==> src/rtl/pipe_stage_multi_pkg.sv <==
// rtl/pipe_stage_multi_pkg.sv - shared lane widths, stage lengths and NOP constant
package pipe_stage_multi_pkg;

  localparam int LANE_WIDTH     = 96;
  localparam int MAX_LANES      = 4;
  localparam int PIPE_DEPTH_LEN = 2;  // bundles held: head + skid
  localparam int PIPE_OCC_LEN   = 2;  // bits needed to count 0..PIPE_DEPTH_LEN

  localparam logic [31:0]           NOP_INSN = 32'h00000013;
  localparam logic [LANE_WIDTH-1:0] LANE_NOP = {64'h0, NOP_INSN};

  // What the head register does at the next edge
  typedef enum logic [1:0] {
    HEAD_HOLD,
    HEAD_LOAD_IN,
    HEAD_LOAD_SKID,
    HEAD_CLEAR
  } headAction_e;

endpackage

==> src/rtl/pipe_stage_entry.sv <==
// rtl/pipe_stage_entry.sv - one bundle register with per-lane valid, load, clear and lane kill
module pipe_stage_entry #(
  parameter int                     LANES     = 2,
  parameter int                     WIDTH     = 96,
  parameter logic [LANES*WIDTH-1:0] RST_VALUE = '0
) (
  input  logic                   clk,
  input  logic                   rst,
  input  logic                   load,
  input  logic                   clear,
  input  logic [LANES-1:0]       loadValid,
  input  logic [LANES*WIDTH-1:0] loadData,
  input  logic [LANES-1:0]       killMask,
  output logic [LANES-1:0]       valid,
  output logic [LANES*WIDTH-1:0] data
);

  // Clear beats load beats kill; killed lanes fall back to their reset slice
  always_ff @(posedge clk) begin
    if (rst || clear) begin
      valid <= '0;
      data  <= RST_VALUE;
    end else if (load) begin
      valid <= loadValid;
      data  <= loadData;
    end else begin
      for (int l = 0; l < LANES; l++) begin
        if (killMask[l]) begin
          valid[l]                <= 1'b0;
          data[l*WIDTH +: WIDTH]  <= RST_VALUE[l*WIDTH +: WIDTH];
        end
      end
    end
  end

endmodule

==> src/rtl/pipe_stage_multi.sv <==
// rtl/pipe_stage_multi.sv - two-deep multi-lane bundle pipeline stage with kill, stall and flush
module pipe_stage_multi
  import pipe_stage_multi_pkg::*;
#(
  parameter int                     LANES     = 2,
  parameter int                     WIDTH     = LANE_WIDTH,
  parameter logic [LANES*WIDTH-1:0] RST_VALUE = {LANES{LANE_NOP}}
) (
  input  logic                    clk,
  input  logic                    rst_n,
  input  logic [LANES-1:0]        in_valid,
  input  logic [LANES*WIDTH-1:0]  in_data,
  output logic                    in_ready,
  output logic [LANES-1:0]        out_valid,
  output logic [LANES*WIDTH-1:0]  out_data,
  input  logic                    out_ready,
  input  logic                    stall,
  input  logic                    flush,
  input  logic [LANES-1:0]        kill,
  output logic [PIPE_OCC_LEN-1:0] occupancy
);

  localparam logic [PIPE_OCC_LEN-1:0] OCC_EMPTY = 2'd0;
  localparam logic [PIPE_OCC_LEN-1:0] OCC_ONE   = 2'd1;
  localparam logic [PIPE_OCC_LEN-1:0] OCC_FULL  = 2'd2;

  logic [PIPE_OCC_LEN-1:0] occQ, occD;
  logic [LANES-1:0]        headValid, skidValid, headKill, headLoadValid;
  logic [LANES*WIDTH-1:0]  headData, skidData, headLoadData;
  logic                    push, pop, headDead, removeHead;
  logic                    skidLoad, skidClear;
  headAction_e             headAct;

  // rst_n is active-high here; ready never looks at out_ready
  assign in_ready   = !rst_n && !stall && (occQ != OCC_FULL);
  assign push       = in_ready && (|in_valid) && !flush;
  assign pop        = (occQ != OCC_EMPTY) && out_ready && !stall && !flush;
  assign headKill   = ((occQ != OCC_EMPTY) && !flush) ? kill : '0;
  assign headDead   = (occQ != OCC_EMPTY) && ((headValid & ~kill) == '0);
  // A fully killed head and a pop in the same edge retire only the head
  assign removeHead = (pop || headDead) && !flush;

  // Decide head/skid movement and the next occupancy
  always_comb begin
    headAct   = HEAD_HOLD;
    skidLoad  = 1'b0;
    skidClear = 1'b0;
    occD      = occQ;
    if (flush) begin
      headAct   = HEAD_CLEAR;
      skidClear = 1'b1;
      occD      = OCC_EMPTY;
    end else begin
      case (occQ)
        OCC_EMPTY: begin
          if (push) begin
            headAct = HEAD_LOAD_IN;
            occD    = OCC_ONE;
          end
        end
        OCC_ONE: begin
          if (removeHead && push) begin
            headAct = HEAD_LOAD_IN;
          end else if (removeHead) begin
            headAct = HEAD_CLEAR;
            occD    = OCC_EMPTY;
          end else if (push) begin
            skidLoad = 1'b1;
            occD     = OCC_FULL;
          end
        end
        default: begin
          if (removeHead) begin
            headAct   = HEAD_LOAD_SKID;
            skidClear = 1'b1;
            occD      = OCC_ONE;
          end
        end
      endcase
    end
  end

  assign headLoadValid = (headAct == HEAD_LOAD_SKID) ? skidValid : in_valid;
  assign headLoadData  = (headAct == HEAD_LOAD_SKID) ? skidData  : in_data;

  pipe_stage_entry #(.LANES(LANES), .WIDTH(WIDTH), .RST_VALUE(RST_VALUE)) uHead (
    .clk       (clk),
    .rst       (rst_n),
    .load      ((headAct == HEAD_LOAD_IN) || (headAct == HEAD_LOAD_SKID)),
    .clear     (headAct == HEAD_CLEAR),
    .loadValid (headLoadValid),
    .loadData  (headLoadData),
    .killMask  (headKill),
    .valid     (headValid),
    .data      (headData)
  );

  pipe_stage_entry #(.LANES(LANES), .WIDTH(WIDTH), .RST_VALUE(RST_VALUE)) uSkid (
    .clk       (clk),
    .rst       (rst_n),
    .load      (skidLoad),
    .clear     (skidClear),
    .loadValid (in_valid),
    .loadData  (in_data),
    .killMask  ('0),
    .valid     (skidValid),
    .data      (skidData)
  );

  // Registered bundle count
  always_ff @(posedge clk) begin
    if (rst_n) occQ <= OCC_EMPTY;
    else       occQ <= occD;
  end

  assign occupancy = occQ;
  assign out_valid = headValid;
  assign out_data  = headData;

endmodule

==> config.mk <==
export PLATFORM = sky130hd
export DESIGN_NAME = pipe_stage_multi
export DESIGN_NICKNAME = d
export VERILOG_FILES = /design/src/rtl/pipe_stage_multi_pkg.sv /design/src/rtl/pipe_stage_entry.sv /design/src/rtl/pipe_stage_multi.sv
export SDC_FILE = /design/constraint.sdc
export NUM_CORES = 1
export LEC_CHECK = 0
export BUFFER_PORTS_ARGS = -buffer_cell sky130_fd_sc_hd__clkbuf_2
export CAP_MARGIN = 20
export CORE_ASPECT_RATIO = 1.4
export CORE_MARGIN = 3
export CORE_UTILIZATION = 49
export CTS_CLUSTER_SIZE = 12
export DETAILED_ROUTE_END_ITERATION = 6
export PLACE_DENSITY_LB_ADDON = 0.12
export SYNTH_ARGS = -nofsm -noshare
export SYNTH_HDL_FRONTEND = slang
export SYNTH_SLANG_ARGS = --single-unit
==> constraint.sdc <==
create_clock -name clk -period 3.5 [get_ports clk]
set_clock_uncertainty 0.05 [all_clocks]
set_input_delay 0.525 -clock clk [delete_from_list [all_inputs] [get_ports clk]]
set_output_delay 0.525 -clock clk [all_outputs]
set_load 0.03 [all_outputs]
==> flow_summary.yaml, run 1 <==
status:
  outcome: "completed"
clock_network:
  cts_num_sinks: 390
  postCtsSetupRepairBufs: 0
  cts_tree: "built"
  clk_latency_ns: 0.53
  ctsHoldBuffers: 0
  h-tree-depth: 2
  cts_resized: 0
  clockBufferDepth: 3
  clkTransAtPathRegs_ns: 0.06
  root_buffer: "clkbuf_16"
  cts_buffers: 40
setup_path:
  path_common_cell: "a21oi_1"
  path_cells: "nor2b_1, or4_4, a21oi_1, o21bai_1, ha_4, a21boi_4, buf_4, a21oi_1, nor2_1"
  required_ns: 3.92
  critPathMaxStageDelay_ns: 0.57
  cp_max_fo: 16
  ff2ff_path_depth: 9
  r2r-start: "occupancy[0]"
  crit_arrival_ns: 3.51
  critPathKind: "reg -> reg"
  rrSetupSlack_ns: 0.41
  startpoint_type: "register"
  slowest_stage: "or4_4"
  worstReg2RegEnd: "uHead.data[21]"
  end_kind: "register"
detailed_routing:
  drt-initial-drc-count: 1332
  drc: 0
  viasPerCell: 6.067
  wl_per_cell_um: 20.32
  drtPass1Iterations: 5
  num_vias: 16680
  drt-total-wl_um: 55850
  ant_nets: 0
global_routing:
  grt_pass1_wl_um: 88310
  grt_pass1_vias: 16120
  grt.overflow.total: 0
  gr-usage-met2_pct: 45.68
  grt_max_degree: 199
  top_usage_layer: "met2"
  grt_usage_pct: 27.66
  antenna_found_initial: 13
  grt_util_met3_pct: 6.380
  grtUsageMet1_pct: 35.06
synthesis:
  synthCells: 2019
  synth_cell_types: 34
  async_flop_share_pct: 0
  synth_ff_type: "dfxtp_1"
  yosysWarnings: 0
  syn_area_sq_um: 17600
  ys_seq_area_share_pct: 44.37
  synth-edff-count: 0
  synthesis.nets: 2222
  synth.avg_cell_area_sq_um: 8.715
  synth_seq_cells: 390
floorplan:
  rows: 81
  initial_core_util_pct: 50.03
  floorplan.die.width_um: 166.2
  dieArea_sq_um: 38250
  core_area_sq_um: 35170
  ios: 398
  die_h_um: 230.2
timing:
  finalCriticalPeriod_ns: 3.089
  hold_viol: 0
  min_period_over_period_pct: 88.26
  setup_viol: 0
  fmax_mhz: 323.7
  finalSetupTns_ns: 0
  relSlewSlack_pct: 31.03
  worstMarginPinSlew_ns: 1.035
  rsz0062_at_grt: "no"
  maxSlewViolCount: 0
cells_and_area:
  drive_gt1_share_pct: 26.54
  syn2layout_area_growth_pct: 19.92
  fillCellCount: 3182
  design_area_sq_um: 21100
  fin_nets: 2470
run:
  maxCapViolCount: 0
power_and_ir_drop:
  vdd_drop_max_uv: 357.3
  power.density_nw_per_um2: 483.3
  p_total_mw: 10.20
  p_leak_nw: 7.825
placement:
  dp_hpwl_um: 32950
  numPortBuffers: 397
  place.gp.congestion: 0.8258
  placed_cell_area_sq_um: 19920
min_path:
  min_path_cells: 3
  holdPathEnd: "uSkid.data[3]"
  hold_start: "in_data[3]"
  holdCritPathClass: "in -> reg"
[worst max-delay path by stage]
| stage | start | to | slack, ns |
|---|---|---|---|
| after detailed placement | flush | uHead.data[8] | 0.20 |
| after global placement | flush | uHead.data[7] | 0.26 |
| after floorplan | flush | uHead.data[22] | -0.04 |
| after CTS | occupancy[0] | uHead.data[8] | 0.40 |
| final | occupancy[0] | uHead.data[21] | 0.41 |
| after global routing | occupancy[0] | uHead.data[16] | 0.23 |
[power breakdown]
group	internal, mW	total [mW]	switching (mW)
Combinational	0.495	1.57	1.08
Sequential	4.57	4.65	0.0813
Clock	2.27	3.97	1.70
[worst max-delay path, delay by kind of cell (launching register included)]
| kind | cells | cell delay [ns] |
|---|---|---|
| compound gates | 4 | 0.88 |
| fa+ha+maj | 1 | 0.34 |
| buf+inv | 1 | 0.32 |
| flops | 1 | 0.55 |
| simple gates | 3 | 0.87 |
[flip-flops by register name, indices dropped and copies added (netlist names)]
signal	cells
uHead.valid	2
uHead.data	192
uSkid.valid	2
uSkid.data	192
occupancy	2
[per-stage QoR]
stage	worst slack, ns	cells	util, %	hold slack (ns)
global route	0.2348	2748	59.99	0.1723
CTS	0.3951	2739	59.93	0.1668
detailed placement	0.1966	2681	56.63	0.4111
finish	0.4107	2749	60.00	0.1846
floorplan	-0.03959	2019	-	0.3980
global placement	0.2600	2681	56.63	0.4024
[layout make-up]
cell class | count | area (sq um) | area share, %
clock buffers | 54 | 1115 | 5.283
flip-flops and latches | 390 | 7807 | 37.00
clock inverters | 4 | 45.04 | 0.2135
diodes | 10 | 25.02 | 0.1186
repair buffers | 444 | 2690 | 12.75
well taps | 456 | 570.5 | 2.704
multi-input cells | 1390 | 8843 | 41.91
inverters | 1 | 3.754 | 0.01779
[metal layers]
metal	wire, um	part of all wire, %
met3	4270	7.6
met4	1944	3.5
met2	27000	48
met1	22580	40
met5	48	0.086
[cell usage in the layout, fill, tap and decap left out, types with 4 or more instances in the layout]
cell / count
clkbuf_8: 4
dfxtp_1: 390
buf_4: 19
a211oi_1: 6
a21oi_1: 379
clkbuf_16: 41
o31ai_2: 100
o31ai_1: 88
nor4_1: 6
mux2i_1: 189
a31oi_1: 6
clkbuf_1: 9
clkbuf_2: 397
nor2_1: 379
diode_2: 10
nor2b_1: 15
buf_12: 28
o21ai_0: 12
nand4_1: 188
[cell usage after synthesis, drive strengths merged, types with 2 or more instances]
cell type	number	area, sq um
a211oi	6	45.04
a21boi	2	15.01
a21oi	379	1897
a31oi	6	37.54
buf	64	374.1
clkbuf	174	653.1
dfxtp	390	7807
ha	2	25.02
mux2i	189	1892
nand4	188	1176
nor2	379	1423
nor2b	16	100.1
nor4	7	58.81
o21ai	12	60.06
o21ba	2	20.02
o21bai	2	15.01
o31ai	188	1912
or2	2	12.52
[kinds of logic after synthesis]
family / share of synthesized area [%]
AO/OA/AOI/OAI: 22.98
AND/OR/NAND/NOR: 15.90
adder cells (fa/ha/maj): 0.1422
flip-flops: 44.37
multiplexers: 10.75
buffers and inverters: 5.859
Note: power is estimated with default switching activity, not from simulation.
==> run 2: changes to the inputs <==
clock period = 2.7 ns   (was 3.5 ns; I/O delays follow)
==> run 2 against run 1 <==
  * Largest power group unchanged
  * Clock-buffer cell count increased by 5
  * Sequential share of layout area decreased by 0.83 points
  * Cell count increased by 1.0%
  * Maximum frequency increased by 18%
  * Core utilization increased by 1.4 points
  * Register-to-register slack got worse by 0.33 ns
  * Critical endpoint is now uSkid.data[132]
  * Combinational power increased by 40%
  * Highest routed layer is now met4
  * Largest cell class unchanged
  * Critical path type unchanged
  * Critical path depth decreased by 3
  * Wire length increased by 0.74%
==> flow_summary.yaml, run 2 (synthesis results as in run 1) <==
setup_path:
  rrSetupSlack_ns: 0.08
  end_kind: "register"
  crit_arrival_ns: 3.03
  startpoint_type: "register"
  critPathKind: "reg -> reg"
  required_ns: 3.11
  cp_max_fo: 168
power_and_ir_drop:
  power.density_nw_per_um2: 619.0
  swShare_pct: 28.24
  power_frac_comb_pct: 16.4
  p_leak_nw: 8.063
  p_switching_mw: 3.773
  intPower_mw: 9.591
  pwr-share-clk_pct: 38.4
  vdd_drop_max_uv: 483.7
  seq_power_share_pct: 45.1
timing:
  maxSlewViolCount: 0
  hold_viol: 0
  setup_viol: 0
  worstMarginPinSlew_ns: 1.286
  finalCriticalPeriod_ns: 2.621
  finalSetupTns_ns: 0
  fmax_mhz: 381.6
  rsz0062_at_grt: "no"
  relSlewSlack_pct: 14.27
  fin_ws_ns: 0.07920
  min_period_over_period_pct: 97.07
clock_network:
  clk_latency_ns: 0.53
  root_buffer: "clkbuf_16"
  cts_num_sinks: 390
  cts_buffers: 40
  ctsHoldBuffers: 0
  cts_tree: "built"
  clockBufferDepth: 3
  h-tree-depth: 2
  clkTransAtPathRegs_ns: 0.06
detailed_routing:
  drt-total-wl_um: 56260
  ant_nets: 0
  drt-initial-drc-count: 1533
  num_vias: 16810
  drc: 0
  viasPerCell: 6.053
  drtPass1Iterations: 5
  wl_per_cell_um: 20.26
cells_and_area:
  final_common_cell: "clkbuf_2"
  fin_nets: 2499
  design_area_sq_um: 21590
  syn2layout_area_growth_pct: 22.70
  largest_registers: "uHead.data (192), uSkid.data (192)"
  layout_common_cells: "clkbuf_2, dfxtp_1, nor2_1"
  drive_gt1_share_pct: 27.95
global_routing:
  grt_pass1_vias: 16240
  grt_max_degree: 199
  grt_usage_pct: 27.48
  antenna_found_initial: 6
  grt.overflow.total: 0
  grt_pass1_wl_um: 88660
placement:
  place.gp.congestion: 0.8092
  placed_cell_area_sq_um: 20280
  dp_slack_ns: -0.1860
  numPortBuffers: 397
  dp_hpwl_um: 33690
min_path:
  holdCritPathClass: "in -> reg"
run:
  maxCapViolCount: 0
floorplan:
  die_h_um: 230.2
  floorplan.die.width_um: 166.2
  dieArea_sq_um: 38250
  core_area_sq_um: 35170
  initial_core_util_pct: 50.03
  ios: 398
  rows: 81
status:
  outcome: "completed"
-- run 2: cell types whose count changed in the layout (fill, tap and decap cells not counted), sizes merged --
cell | before | now
diode | 10 | 6
buf | 47 | 74
clkinv | 3 | 2
bufinv | 1 | 0
clkbuf | 451 | 458
-- run 2: area by class of cell --
type / count / area (sq um)
multi-input combinational: 1390 / 8889
clock inverter: 2 / 10.01
clock buffer: 59 / 1154
tap: 456 / 570.5
antenna: 6 / 15.01
fill: 3162 / 13580
timing repair buffer: 473 / 3141
inverter: 1 / 3.754
sequential: 390 / 7809
-- run 2: worst max-delay path, cell delays in order (launching register included) --
cell and delay [ns]:
dfxtp_1 0.34, nor2b_1 0.19, o22ai_4 0.20, buf_16 0.47, buf_4 0.59, o31ai_2 0.14
a21oi_1 0.19
-- run 2: what timing repair did --
action / in CTS / in global routing
resized for setup: 1 / 5
pin swaps: 0 / 1
cloned: 0 / 2
setup endpoints to repair: 86 / 141
setup buffers: 0 / 3
-- run 2: per-layer routing --
| metal | vias up | GRT usage, % | share of wire, % |
|---|---|---|---|
| met2 | 640 | 45.14 | 48 |
| met1 | 8205 | 35.11 | 41 |
| met3 | 94 | 6.328 | 7.4 |
| met5 | - | 0 | 0 |
| met4 | 0 | 10.90 | 3.4 |
| li1 | 7870 | - | - |
-- run 2: through the flow --
step	util, %	std cells	power [mW]	hold WS [ns]
2_1_floorplan	-	2019	7.495	0.3980
3_3_place_gp	57.67	2706	8.274	0.3999
3_5_place_dp	57.67	2706	8.289	0.4101
4_1_cts	60.96	2766	13.40	0.03691
5_1_grt	61.38	2775	13.84	0.06010
6_report	61.39	2777	13.36	0.05964
-- run 2: power by group through the flow --
| stage | logic, mW | registers (mW) | clock network (mW) |
|---|---|---|---|
| floorplan | 1.04 | 6.45 | 0 |
| global placement | 2.12 | 6.15 | 0 |
| detailed placement | 2.13 | 6.15 | 0 |
| CTS | 2.14 | 6.03 | 5.23 |
| global route | 2.36 | 6.04 | 5.44 |
| finish | 2.20 | 6.03 | 5.14 |
-- run 2: path summary, 6_finish.rpt --
path / end / cells past startpoint / start
setup / recovery: uSkid.data[132] / 6 / uHead.valid[1]
hold / removal: uSkid.data[74] / 3 / in_data[74]
setup reg to reg: uSkid.data[132] / 6 / uHead.valid[1]
hold reg to reg: uSkid.data[103] / 2 / uSkid.data[103]
